### src/rtl/timestamp_extractor_if.sv
// AXI-Stream bundle for the timestamp extractor.
// Ports: tdata/tvalid/tlast from master, tready from slave.
interface timestamp_extractor_if #(
    parameter int DATA_WIDTH = 256
);
    logic [DATA_WIDTH-1:0] tdata;
    logic                  tvalid;
    logic                  tlast;
    logic                  tready;

    modport master (
        output tdata,
        output tvalid,
        output tlast,
        input  tready
    );

    modport slave (
        input  tdata,
        input  tvalid,
        input  tlast,
        output tready
    );
endinterface

### src/rtl/timestamp_extractor.sv
// Measures packet latency from an embedded stamp while passing the stream through.
// Ports: axi_aclk/axi_resetn, s_axis/m_axis streams, stamp_counter, enable,
// clear_stats, latency/latency_valid, min/max_latency, pkt_count, err_count.
module timestamp_extractor #(
    parameter int C_S_AXIS_DATA_WIDTH = 256,
    parameter int TIMESTAMP_WIDTH     = 64,
    parameter int TS_WORD             = 1,
    parameter int TS_OFFSET           = 0
) (
    input  logic                       axi_aclk,
    input  logic                       axi_resetn,
    timestamp_extractor_if.slave       s_axis,
    timestamp_extractor_if.master      m_axis,
    input  logic [TIMESTAMP_WIDTH-1:0] stamp_counter,
    input  logic                       enable,
    input  logic                       clear_stats,
    output logic [TIMESTAMP_WIDTH-1:0] latency,
    output logic                       latency_valid,
    output logic [TIMESTAMP_WIDTH-1:0] min_latency,
    output logic [TIMESTAMP_WIDTH-1:0] max_latency,
    output logic [31:0]                pkt_count,
    output logic [31:0]                err_count
);

    // Counter must hold TS_WORD+1 without wrapping.
    localparam int CNT_W = $clog2(TS_WORD + 2);
    localparam logic [CNT_W-1:0] TS_IDX = CNT_W'(TS_WORD);

    typedef enum logic [1:0] {
        IDLE,
        WAIT_TS,
        WAIT_LAST,
        SKIP
    } state_t;

    state_t                     state, state_nxt;
    logic [CNT_W-1:0]           cnt, cnt_nxt;
    logic [TIMESTAMP_WIDTH-1:0] stamp_q, stamp_nxt;
    logic [TIMESTAMP_WIDTH-1:0] meas_stamp;
    logic [TIMESTAMP_WIDTH-1:0] ts_field;
    logic [TIMESTAMP_WIDTH-1:0] lat_new;
    logic                       beat;
    logic                       meas;
    logic                       err;

    assign m_axis.tdata  = s_axis.tdata;
    assign m_axis.tvalid = s_axis.tvalid;
    assign m_axis.tlast  = s_axis.tlast;
    assign s_axis.tready = m_axis.tready;

    assign beat     = s_axis.tvalid & m_axis.tready;
    assign ts_field = s_axis.tdata[TS_OFFSET +: TIMESTAMP_WIDTH];
    assign lat_new  = stamp_counter - meas_stamp;

    always_comb begin
        state_nxt  = state;
        cnt_nxt    = cnt;
        stamp_nxt  = stamp_q;
        meas_stamp = stamp_q;
        meas       = 1'b0;
        err        = 1'b0;
        if (beat) begin
            unique case (state)
                IDLE: begin
                    if (!enable) begin
                        state_nxt = s_axis.tlast ? IDLE : SKIP;
                    end else if (TS_WORD == 0) begin
                        if (s_axis.tlast) begin
                            meas       = 1'b1;
                            meas_stamp = ts_field;
                        end else begin
                            stamp_nxt = ts_field;
                            state_nxt = WAIT_LAST;
                        end
                    end else if (s_axis.tlast) begin
                        // Packet ended before the stamp beat.
                        err = 1'b1;
                    end else begin
                        cnt_nxt   = CNT_W'(1);
                        state_nxt = WAIT_TS;
                    end
                end
                WAIT_TS: begin
                    cnt_nxt = cnt + CNT_W'(1);
                    if (cnt == TS_IDX) begin
                        if (s_axis.tlast) begin
                            // Stamp and end share a beat: use it directly.
                            meas       = 1'b1;
                            meas_stamp = ts_field;
                            state_nxt  = IDLE;
                        end else begin
                            stamp_nxt = ts_field;
                            state_nxt = WAIT_LAST;
                        end
                    end else if (s_axis.tlast) begin
                        err       = 1'b1;
                        state_nxt = IDLE;
                    end
                end
                WAIT_LAST: begin
                    if (s_axis.tlast) begin
                        meas      = 1'b1;
                        state_nxt = IDLE;
                    end
                end
                SKIP: begin
                    if (s_axis.tlast) begin
                        state_nxt = IDLE;
                    end
                end
                default: state_nxt = IDLE;
            endcase
        end
    end

    always_ff @(posedge axi_aclk or negedge axi_resetn) begin
        if (!axi_resetn) begin
            state   <= IDLE;
            cnt     <= '0;
            stamp_q <= '0;
        end else begin
            state   <= state_nxt;
            cnt     <= cnt_nxt;
            stamp_q <= stamp_nxt;
        end
    end

    always_ff @(posedge axi_aclk or negedge axi_resetn) begin
        if (!axi_resetn) begin
            latency       <= '0;
            latency_valid <= 1'b0;
            min_latency   <= '1;
            max_latency   <= '0;
            pkt_count     <= '0;
            err_count     <= '0;
        end else begin
            latency_valid <= meas;
            if (meas) begin
                latency <= lat_new;
            end
            // Clear wins over any same-cycle measurement or error.
            if (clear_stats) begin
                min_latency <= '1;
                max_latency <= '0;
                pkt_count   <= '0;
                err_count   <= '0;
            end else begin
                if (meas) begin
                    if (pkt_count != 32'hFFFF_FFFF) begin
                        pkt_count <= pkt_count + 32'd1;
                    end
                    if (lat_new < min_latency) begin
                        min_latency <= lat_new;
                    end
                    if (lat_new > max_latency) begin
                        max_latency <= lat_new;
                    end
                end
                if (err && err_count != 32'hFFFF_FFFF) begin
                    err_count <= err_count + 32'd1;
                end
            end
        end
    end

endmodule

### src/flat_wrapper.sv
// flat-port wrapper written by rule: the top's interface ports become plain ports
module timestamp_extractor_flat 
#(
    parameter int C_S_AXIS_DATA_WIDTH = 256,
    parameter int TIMESTAMP_WIDTH     = 64,
    parameter int TS_WORD             = 1,
    parameter int TS_OFFSET           = 0
)
  (axi_aclk, axi_resetn, stamp_counter, enable, clear_stats, latency, latency_valid, min_latency, max_latency, pkt_count, err_count, s_axis_tdata, s_axis_tvalid, s_axis_tlast, s_axis_tready, m_axis_tdata, m_axis_tvalid, m_axis_tlast, m_axis_tready);
  timestamp_extractor_if #(.DATA_WIDTH(256)) s_axis_i ();
  timestamp_extractor_if #(.DATA_WIDTH(256)) m_axis_i ();
  input  logic axi_aclk;
  input  logic axi_resetn;
  input  logic [TIMESTAMP_WIDTH-1:0] stamp_counter;
  input  logic enable;
  input  logic clear_stats;
  output logic [TIMESTAMP_WIDTH-1:0] latency;
  output logic latency_valid;
  output logic [TIMESTAMP_WIDTH-1:0] min_latency;
  output logic [TIMESTAMP_WIDTH-1:0] max_latency;
  output logic [31:0] pkt_count;
  output logic [31:0] err_count;
  input wire logic [$bits(s_axis_i.tdata)-1:0] s_axis_tdata;
  input wire logic [$bits(s_axis_i.tvalid)-1:0] s_axis_tvalid;
  input wire logic [$bits(s_axis_i.tlast)-1:0] s_axis_tlast;
  output wire logic [$bits(s_axis_i.tready)-1:0] s_axis_tready;
  output wire logic [$bits(m_axis_i.tdata)-1:0] m_axis_tdata;
  output wire logic [$bits(m_axis_i.tvalid)-1:0] m_axis_tvalid;
  output wire logic [$bits(m_axis_i.tlast)-1:0] m_axis_tlast;
  input wire logic [$bits(m_axis_i.tready)-1:0] m_axis_tready;
  assign s_axis_i.tdata = s_axis_tdata;
  assign s_axis_i.tvalid = s_axis_tvalid;
  assign s_axis_i.tlast = s_axis_tlast;
  assign s_axis_tready = s_axis_i.tready;
  assign m_axis_tdata = m_axis_i.tdata;
  assign m_axis_tvalid = m_axis_i.tvalid;
  assign m_axis_tlast = m_axis_i.tlast;
  assign m_axis_i.tready = m_axis_tready;
  timestamp_extractor #(.C_S_AXIS_DATA_WIDTH(C_S_AXIS_DATA_WIDTH), .TIMESTAMP_WIDTH(TIMESTAMP_WIDTH), .TS_WORD(TS_WORD), .TS_OFFSET(TS_OFFSET)) u_core (.axi_aclk(axi_aclk), .axi_resetn(axi_resetn), .s_axis(s_axis_i), .m_axis(m_axis_i), .stamp_counter(stamp_counter), .enable(enable), .clear_stats(clear_stats), .latency(latency), .latency_valid(latency_valid), .min_latency(min_latency), .max_latency(max_latency), .pkt_count(pkt_count), .err_count(err_count));
endmodule
### config.mk
export PLATFORM = sky130hd
export DESIGN_NAME = timestamp_extractor_flat
export DESIGN_NICKNAME = d
export VERILOG_FILES = /design/src/rtl/timestamp_extractor_if.sv /design/src/rtl/timestamp_extractor.sv /design/src/flat_wrapper.sv
export SDC_FILE = /design/constraint.sdc
export NUM_CORES = 1
export LEC_CHECK = 0
export BUFFER_PORTS_ARGS = -buffer_cell sky130_fd_sc_hd__buf_2
export CAP_MARGIN = 25
export CORE_AREA = 3 3 329 331
export CTS_CLUSTER_DIAMETER = 30
export DETAILED_ROUTE_END_ITERATION = 7
export DIE_AREA = 0 0 332 334
export HOLD_SLACK_MARGIN = 0.08
export PLACE_DENSITY = 0.42
export SLEW_MARGIN = 10
export SYNTH_ARGS = -nofsm -noshare
export SYNTH_HDL_FRONTEND = slang
export SYNTH_SLANG_ARGS = --single-unit
### constraint.sdc
create_clock -name axi_aclk -period 8 [get_ports axi_aclk]
set_clock_uncertainty 0.1 [all_clocks]
set_input_delay 1.6 -clock axi_aclk [delete_from_list [all_inputs] [get_ports axi_aclk]]
set_output_delay 1.6 -clock axi_aclk [all_outputs]
set_load 0.05 [all_outputs]
==> Word-level counts from Yosys, hierarchy flattened <==
Index checks and enable logic that the tools add are counted.
{ "totals": {"input_bits": 327, "register_bits": 325, "word_cells": 73, "output_inout_bits": 516} }
{ "classes": {"bitwise": 2, "n_addsub": 4, "n_reduce_logical": 15, "mux": 32, "n_eq_ne": 9, "n_lt_le_gt_ge": 2} }
{ "ops": {"columns": ["operator", "count"], "rows": [
  ["64-bit two-way mux", 10],
  ["32-bit two-way mux", 5],
  ["32-bit by 1-bit adder with 32-bit output (second input constant)", 2],
  ["64-bit greater-than comparator", 1],
  ["64-bit less-than comparator", 1],
  ["32-bit != test (second input constant)", 2],
  ["64-bit subtractor", 1],
  ["2-bit two-way mux", 7],
  ["2-bit nonzero test", 6],
  ["2-bit AND reduction", 4],
  ["4-bit AND reduction", 2],
  ["1-bit two-way mux", 6],
  ["2-bit case mux with 3 select lines", 1],
  ["2-bit by 1-bit equality test with 1-bit output (second input constant)", 2],
  ["2-bit equality test (second input constant)", 2],
  ["2-bit != test (second input constant)", 2],
  ["1-bit case mux with 2 select lines", 2],
  ["2-bit case mux with 2 select lines", 1],
  ["3-bit != test (second input constant)", 1],
  ["2-bit by 1-bit adder with 2-bit output (second input constant)", 1],
  ["2-bit logical NOT", 1],
  ["2-bit OR reduction", 1],
  ["1-bit AND", 1],
  ["1-bit logical AND", 1],
  ["1-bit NOT", 1]
]} }

==> Longest topological paths before layout <==
Gate-level depths: netlist of the first run.
{ "depth": {"ltp_word": 9, "ltp_mapped": 31, "mapped_depth_nobuf": 27} }

==> Worst setup path after synthesis of the first run <==
OpenSTA, ideal clock, no wires.
{ "synth_timing": {"path_kind": "in2reg", "startpoint": "in s_axis_tvalid", "endpoint": "reg u_core.min_latency[54]", "arrival_ns": 7.622, "setup_time_ns": 0.082, "setup_slack_ns": 0.196, "path_stages": 27, "n_path_buf": 4, "required_ns": 7.818, "cell_sequence": "nand3_1 -> nor2_1 -> clkbuf_1 -> mux2i_1 -> ha_1 -> nor2b_1 -> o2111ai_1 -> a2111oi_0 -> o21a_1 -> o21a_1 -> o21a_1 -> or2_2 -> clkbuf_1 -> nor3_1 -> nor2_1 -> ha_1 -> a21o_1 -> a21o_1 -> a21oi_1 -> nor4_1 -> or4_1 -> nor4_1 -> and2_1 -> clkbuf_1 -> clkbuf_1 -> nor2_1 -> a211o_1"} }
{ "synth_between": {"elab_chain_len": 6, "elab_cells_between_ends": 11, "classes_between": "add/sub: 1; order compare: 1; mux: 5; bitwise: 1; reduce/logical: 3"} }
{ "synth_rtl": {"columns": ["element", "line", "source"], "rows": [
  ["start: declaration", "flat_wrapper.sv:24", "input wire logic [$bits(s_axis_i.tvalid)-1:0] s_axis_tvalid;"],
  ["1-bit AND", "timestamp_extractor.sv:51", "assign beat = s_axis.tvalid & m_axis.tready;"],
  ["64-bit two-way mux", "timestamp_extractor.sv:62", "if (beat) begin"],
  ["64-bit subtractor", "timestamp_extractor.sv:53", "assign lat_new = stamp_counter - meas_stamp;"],
  ["named net u_core.lat_new[49]", "timestamp_extractor.sv:41", "logic [TIMESTAMP_WIDTH-1:0] lat_new;"],
  ["64-bit less-than comparator", "timestamp_extractor.sv:152", "if (lat_new < min_latency) begin"],
  ["2-bit nonzero test (no line)", null, null],
  ["2-bit AND reduction (no line)", null, null],
  ["end signal: assignment", "timestamp_extractor.sv:153", "min_latency <= lat_new;"],
  ["end: declaration", "timestamp_extractor.sv:19", "output logic [TIMESTAMP_WIDTH-1:0] min_latency,"]
]} }
The timed path passes the listed nets, and every way through them passes these cells. The select of a mux whose other input is x is not followed.
A chain may end at the register's enable or synchronous reset.

==> Worst setup path in the final report of the first run <==
{ "layout_timing": {"startpoint": "in s_axis_tvalid", "endpoint": "reg u_core.min_latency[7]"} }
The elaborated chain is that of the path after synthesis.

==> results.json, run 1 <==
{
  "antenna_found_initial": 10,
  "die-height_um": 334,
  "drc": 0,
  "seq_area_um2": 8213,
  "leakage_nw": 14.71,
  "critPathMaxStageDelay_ps": 510,
  "numCtsBuffers": 101,
  "place_area_um2": 26870,
  "irDropWorstVdd_mv": 0.1821,
  "gp_congestion": 0.8453,
  "num_vias": 20457,
  "crit_buf_inv": 6,
  "tightest_slew_ps": 1039,
  "crit_path_end_kind": "flip-flop",
  "ys_types": 78,
  "ys_seq_area_share_pct": 35.19,
  "drt_iter0_markers": 1013,
  "dr.pass1.iters": 5,
  "synth_top_area_cell": "dfrtp_1",
  "netlist.area_leader.share_pct": 27.99,
  "postCtsHoldBufs": 0,
  "cts.path.max_buffers": 3,
  "critPathRequiredTime_ps": 8460,
  "cts_sinks": 325,
  "ant_nets": 0,
  "busiest_layer": "met2",
  "grt_pass1_vias": 20369,
  "max_slew_margin_pct": 30.76,
  "io_pins": 843,
  "min_period_ps": 7580,
  "fin_nets": 3587,
  "die_w_um": 332,
  "cp_slowest_cell": "or4_1",
  "wl_mm": 96.25,
  "crit_fanout": 44,
  "p_total_mw": 13.79,
  "clkTransAtPathRegs_ps": 40,
  "place_hpwl_mm": 77.11,
  "design.die.area_um2": 110900,
  "cts_setup_buffers": 0,
  "initial_utilization_pct": 22.14,
  "met2_usage_pct": 26.22,
  "synth.avg_cell_area_um2": 8.830,
  "drv_slew": 0,
  "viasPerCell": 4.504,
  "area_growth_pct": 31.85,
  "setup_viol": 0,
  "nFillCells": 11260,
  "routedWlPerCell_um": 21.19,
  "synthCells": 2643,
  "fin_crit_sh_pct": 94.75,
  "yosysWarnings": 0,
  "worstPathArrival_ps": 8040,
  "critPathKind": "in2reg",
  "use_met1_pct": 21.62,
  "hold_path.class": "reg2reg",
  "grtUsageMet3_pct": 5.053,
  "power_density_nw_per_um2": 448.0,
  "gr-usage-all-layers_pct": 16.70,
  "overflow": 0,
  "grt_max_degree": 120,
  "multi_input_area_um2": 12210,
  "critPathTopFamily": "simple AND/OR/NAND/NOR gates",
  "clockRootBuffer": "clkbuf_16",
  "cts_tree": "done",
  "whs_ps": 364.3,
  "core_um2": 105400,
  "insertion_delay_ps": 660,
  "ys_seq_elements": 325,
  "synth_edf_count": 0,
  "ys_async_sr_fraction_pct": 100.0,
  "finish.utilization_pct": 29.19,
  "cts_resized": 0,
  "netlist_area_um2": 23340,
  "num_rows": 119,
  "cap_violations": 0,
  "fmax_mhz": 131.9,
  "syn-num-nets": 3168,
  "synthFlopType": "dfrtp_1",
  "cpMostUsedCell": "o21a_1",
  "numPortBuffers": 458,
  "grt_first_pass_wirelength_mm": 139.1,
  "fin_area_um2": 30770,
  "start_kind": "primary input",
  "hold_viol": 0,
  "fin_setup_tns_ps": 0,
  "layout-drive-gt1-share_pct": 32.89,
  "htreeDepth": 3,
  "synth.area.top_cells": "dfrtp_1, ha_1, buf_4",
  "status": "complete, no violations"
}
## metrics by stage
stage	worst slack, ps	std cells
2_1_floorplan	195.9	2643
3_3_place_gp	-614.9	4347
3_5_place_dp	-639.1	4347
4_1_cts	15.15	4538
5_1_grt	-3.132	4542
6_report	420.3	4542
## final cells by class
type	count	share of cell area [%]
Multi-Input combinational cell	1787	39.67
Sequential cell	325	26.69
Timing Repair Buffer	680	13.49
Clock buffer	128	9.133
Tap cell	1391	5.656
Clock inverter	63	3.314
Inverter	167	2.037
Antenna cell	1	0.008133
## power breakdown
group | switching [mW] | leakage [nW] | internal [mW]
clock | 1.24 | 1.89 | 3.21
sequential | 0.192 | 4.17 | 2.01
combinational | 4.41 | 8.66 | 2.72
## sequential cells by signal, summed over array words and instances, names as in the netlist
signal,cells
u_core.latency_valid,1
u_core.max_latency,64
u_core.pkt_count,32
u_core.err_count,32
u_core.latency,64
u_core.min_latency,64
u_core.cnt,2
u_core.stamp_q,64
u_core.state,2
## metal layers
layer | wire [um] | share of wire (%)
met1 | 43340 | 45
met4 | 2938 | 3.1
met2 | 43020 | 45
met3 | 6925 | 7.2
met5 | 24 | 0.025
## cell usage after synthesis, drive strengths merged, types with 5 or more instances
cell and n:
a2111oi 5, a211o 7, a211oi 12, a21boi 5
a21o 70, a21oi 178, a31oi 11, and2 24
and3 10, and4 13, buf 268, clkbuf 97
dfrtp 261, dfstp 64, ha 197, inv 167
mux2 75, mux2i 68, nand2 371, nand2b 10
nand3 66, nand4 68, nor2 134, nor2b 14
nor3 22, nor4 14, o2111ai 8, o211ai 57
o21a 24, o21ai 102, o21bai 15, o311ai 11
o31ai 10, or2 8, or3 19, or4 9
xnor2 43, xor2 57
## final timing paths
path                            cells past startpoint                           endpoint                            from  slack, ps
worst min register to register                      2     u_core.latency[37]$_DFFE_PN0P_  u_core.latency[37]$_DFFE_PN0P_        360
max in group asynchronous                           2     u_core.stamp_q[41]$_DFFE_PN0P_                      axi_resetn       5720
min in group asynchronous                           1      u_core.latency[6]$_DFFE_PN0P_                      axi_resetn        810
worst max-delay path                               29  u_core.min_latency[7]$_DFFE_PN1P_                   s_axis_tvalid        420
worst min-delay path                                2     u_core.latency[37]$_DFFE_PN0P_  u_core.latency[37]$_DFFE_PN0P_        360
worst max register to register                     30  u_core.min_latency[7]$_DFFE_PN1P_     u_core.state[1]$_DFFE_PN0P_        780
## kinds of logic (layout without fill, tap and decap cells)
family                     after synthesis  after routing  synth area share, %
AOI/OAI and AO/OA                      554            554                15.39
other                                    0              1                    0
buffers and inverters                  532           1038                12.77
and+or+nand+nor                        791            792                15.69
adders and majority gates              198            198                10.65
xor gates and xnor gates               100            100                3.753
DFF                                    325            325                35.19
muxes                                  143            143                6.552
## cell usage in the layout, fill, tap and decap left out, types with 64 or more instances in the layout
master,n
a21oi_1,176
buf_2,456
mux2i_1,68
nand3_1,65
dfstp_2,64
nor2_1,132
nand2_1,370
nand4_1,67
ha_1,197
clkbuf_16,102
a21o_1,70
dfrtp_1,261
mux2_2,74
inv_1,165
buf_4,208
o21ai_0,98
## worst min-delay path, stage by stage, from the launching register on
cell and delay (ps):
dfrtp_1 330, nand2_1 50, nand2_1 50
(Power assumes the default switching activity.)
==> inputs of run 2 (changes only) <==
Settings changed: BUFFER_PORTS_ARGS -buffer_cell sky130_fd_sc_hd__buf_2 to unset, DONT_BUFFER_PORTS set to 1, PLACE_DENSITY 0.42 to 0.35.
Clock period 8 ns to 7.35 ns, I/O delays scaled along.
==> results.json, run 2 (synthesis results as in run 1) <==
{
  "die_w_um": 332,
  "switching_share_pct": 41.36,
  "max_slew_margin_pct": 15.17,
  "core_um2": 105400,
  "leakage_nw": 13.71,
  "r2r_end": "u_core.min_latency[19]$_DFFE_PN1P_",
  "timing.rr.start": "u_core.state[1]$_DFFE_PN0P_",
  "crit_fanout": 80,
  "route.met2.wl_mm": 44.66,
  "critPathRequiredTime_ps": 7810,
  "highest_layer": "met5",
  "insertion_delay_ps": 670,
  "place_hpwl_mm": 78.72,
  "ant_nets": 0,
  "crit_buf_inv": 6,
  "power_frac_comb_pct": 48.8,
  "p_sw_mw": 6.555,
  "min_to": "u_core.stamp_q[20]$_DFFE_PN0P_",
  "final_common_cell": "buf_4",
  "hold_path.class": "reg2reg",
  "num_vias": 19843,
  "setup_viol": 0,
  "grt_first_pass_wirelength_mm": 144.3,
  "fin_nets": 3320,
  "start_kind": "primary input",
  "die-height_um": 334,
  "cpMostUsedCell": "buf_4",
  "r2r_cells": 29,
  "drv_slew": 0,
  "rsz0062_at_grt": "no",
  "worstPathArrival_ps": 7490,
  "routedWlPerCell_um": 23.15,
  "wl_met1_mm": 41.17,
  "fmax_mhz": 142.2,
  "tightest_slew_ps": 1272,
  "cts.path.max_buffers": 3,
  "min_period_ps": 7030,
  "critPathTopFamily": "simple AND/OR/NAND/NOR gates",
  "numPortBuffers": 0,
  "drc": 0,
  "num_rows": 119,
  "design.die.area_um2": 110900,
  "crit_path_end_kind": "flip-flop",
  "wl_mm": 99.25,
  "cts_tree": "done",
  "wl_met3_mm": 10.81,
  "holdPathStages": 1,
  "postCtsHoldBufs": 0,
  "gp_congestion": 0.8266,
  "fin_crit_sh_pct": 95.65,
  "htreeDepth": 3,
  "clkTransAtPathRegs_ps": 50,
  "viasPerCell": 4.628,
  "dr.pass1.iters": 5,
  "hold_viol": 0,
  "finalWorstSetupSlack_ps": 319.5,
  "status": "complete, no violations",
  "gr-usage-all-layers_pct": 17.42,
  "startpoint": "s_axis_tvalid",
  "critPathKind": "in2reg",
  "cts_sinks": 325,
  "overflow": 0,
  "reg2reg_slack_ps": 400,
  "power_density_nw_per_um2": 526.8,
  "drt_iter0_markers": 934,
  "clkPwrFrac_pct": 30.9,
  "whs_ps": 399.8,
  "antenna_found_initial": 9,
  "pwr-share-seq_pct": 20.3,
  "cap_violations": 0,
  "grt_pass1_vias": 20807,
  "cp_slowest_cell": "or4b_4",
  "area_growth_pct": 28.89,
  "numCtsBuffers": 110,
  "initial_utilization_pct": 22.14,
  "pre_cts_slack_ps": -1301,
  "clockRootBuffer": "clkbuf_16",
  "layout-drive-gt1-share_pct": 27.43,
  "grt_max_degree": 326,
  "min_from": "u_core.stamp_q[20]$_DFFE_PN0P_",
  "critPathMaxStageDelay_ps": 580,
  "final_cell_mix": "buf_4, nand2_1, dfrtp_1",
  "io_pins": 843,
  "irDropWorstVdd_mv": 0.1779,
  "intPower_mw": 9.292
}
run 2: cell type report:
class                           count  area [um^2]
Timing Repair Buffer              405         3212
Tap cell                         1391         1740
Fill cell                       11208        75340
Multi-Input combinational cell   1786        12340
Inverter                          167        626.9
Clock buffer                      153         3184
Sequential cell                   325         8213
Antenna cell                        6        15.01
Clock inverter                     55        750.7
run 2: how the worst max path moves through the flow:
stage | to | slack (ps) | depth (start not counted)
final | u_core.min_latency[19]$_DFFE_PN1P_ | 320 | 27
after global routing | u_core.max_latency[60]$_DFFE_PN0P_ | 40 | 26
after CTS | u_core.max_latency[60]$_DFFE_PN0P_ | 20 | 29
after detailed placement | u_core.min_latency[19]$_DFFE_PN1P_ | -1300 | 30
after global placement | u_core.min_latency[9]$_DFFE_PN1P_ | -1300 | 30
after floorplan | u_core.min_latency[54]$_DFFE_PN1P_ | 9 | 26
run 2: what timing repair did:
item | in CTS | in global routing
endpoints found under the setup margin | 119 | 128
pin swaps | 0 | 11
gates resized for setup | 11 | 27
buffers inserted | 1 | 2
run 2: per-layer routing:
metal / global-route usage (%) / up-vias
met4: 5.157 / 14
met5: 0.9787 / -
met3: 8.988 / 215
met1: 20.50 / 9612
met2: 27.53 / 644
li1: - / 9358
run 2: power by group through the flow:
stage / registers [mW] / logic, mW / clock network (mW)
final: 3.21 / 7.73 / 4.90
after global routing: 3.28 / 8.56 / 5.12
after CTS: 3.24 / 7.71 / 5.01
after detailed placement: 3.26 / 7.63 / 0
after global placement: 3.25 / 7.56 / 0
after floorplan: 3.04 / 4.16 / 0
run 2: through the flow:
step                power, mW  utilization, %  std cells  instance area, um^2  TNS, ps
floorplan               7.197               -       2643                23350        0
global placement        10.81           24.60       4070                25930  -127880
detailed placement      10.89           24.60       4070                25930  -122780
CTS                     15.96           28.39       4279                29930        0
global route            16.96           28.52       4282                30070        0
finish                  15.85           28.53       4288                30080        0
run 2: worst reg2reg max path, delay by kind of cell (launching register included):
family | cells | cell delay [ps]
multiplexers | 1 | 130
AO/OA/AOI/OAI | 6 | 1110
flip-flops | 1 | 410
AND/OR/NAND/NOR | 12 | 2970
adder cells (fa/ha/maj) | 3 | 890
buffers and inverters | 7 | 1250
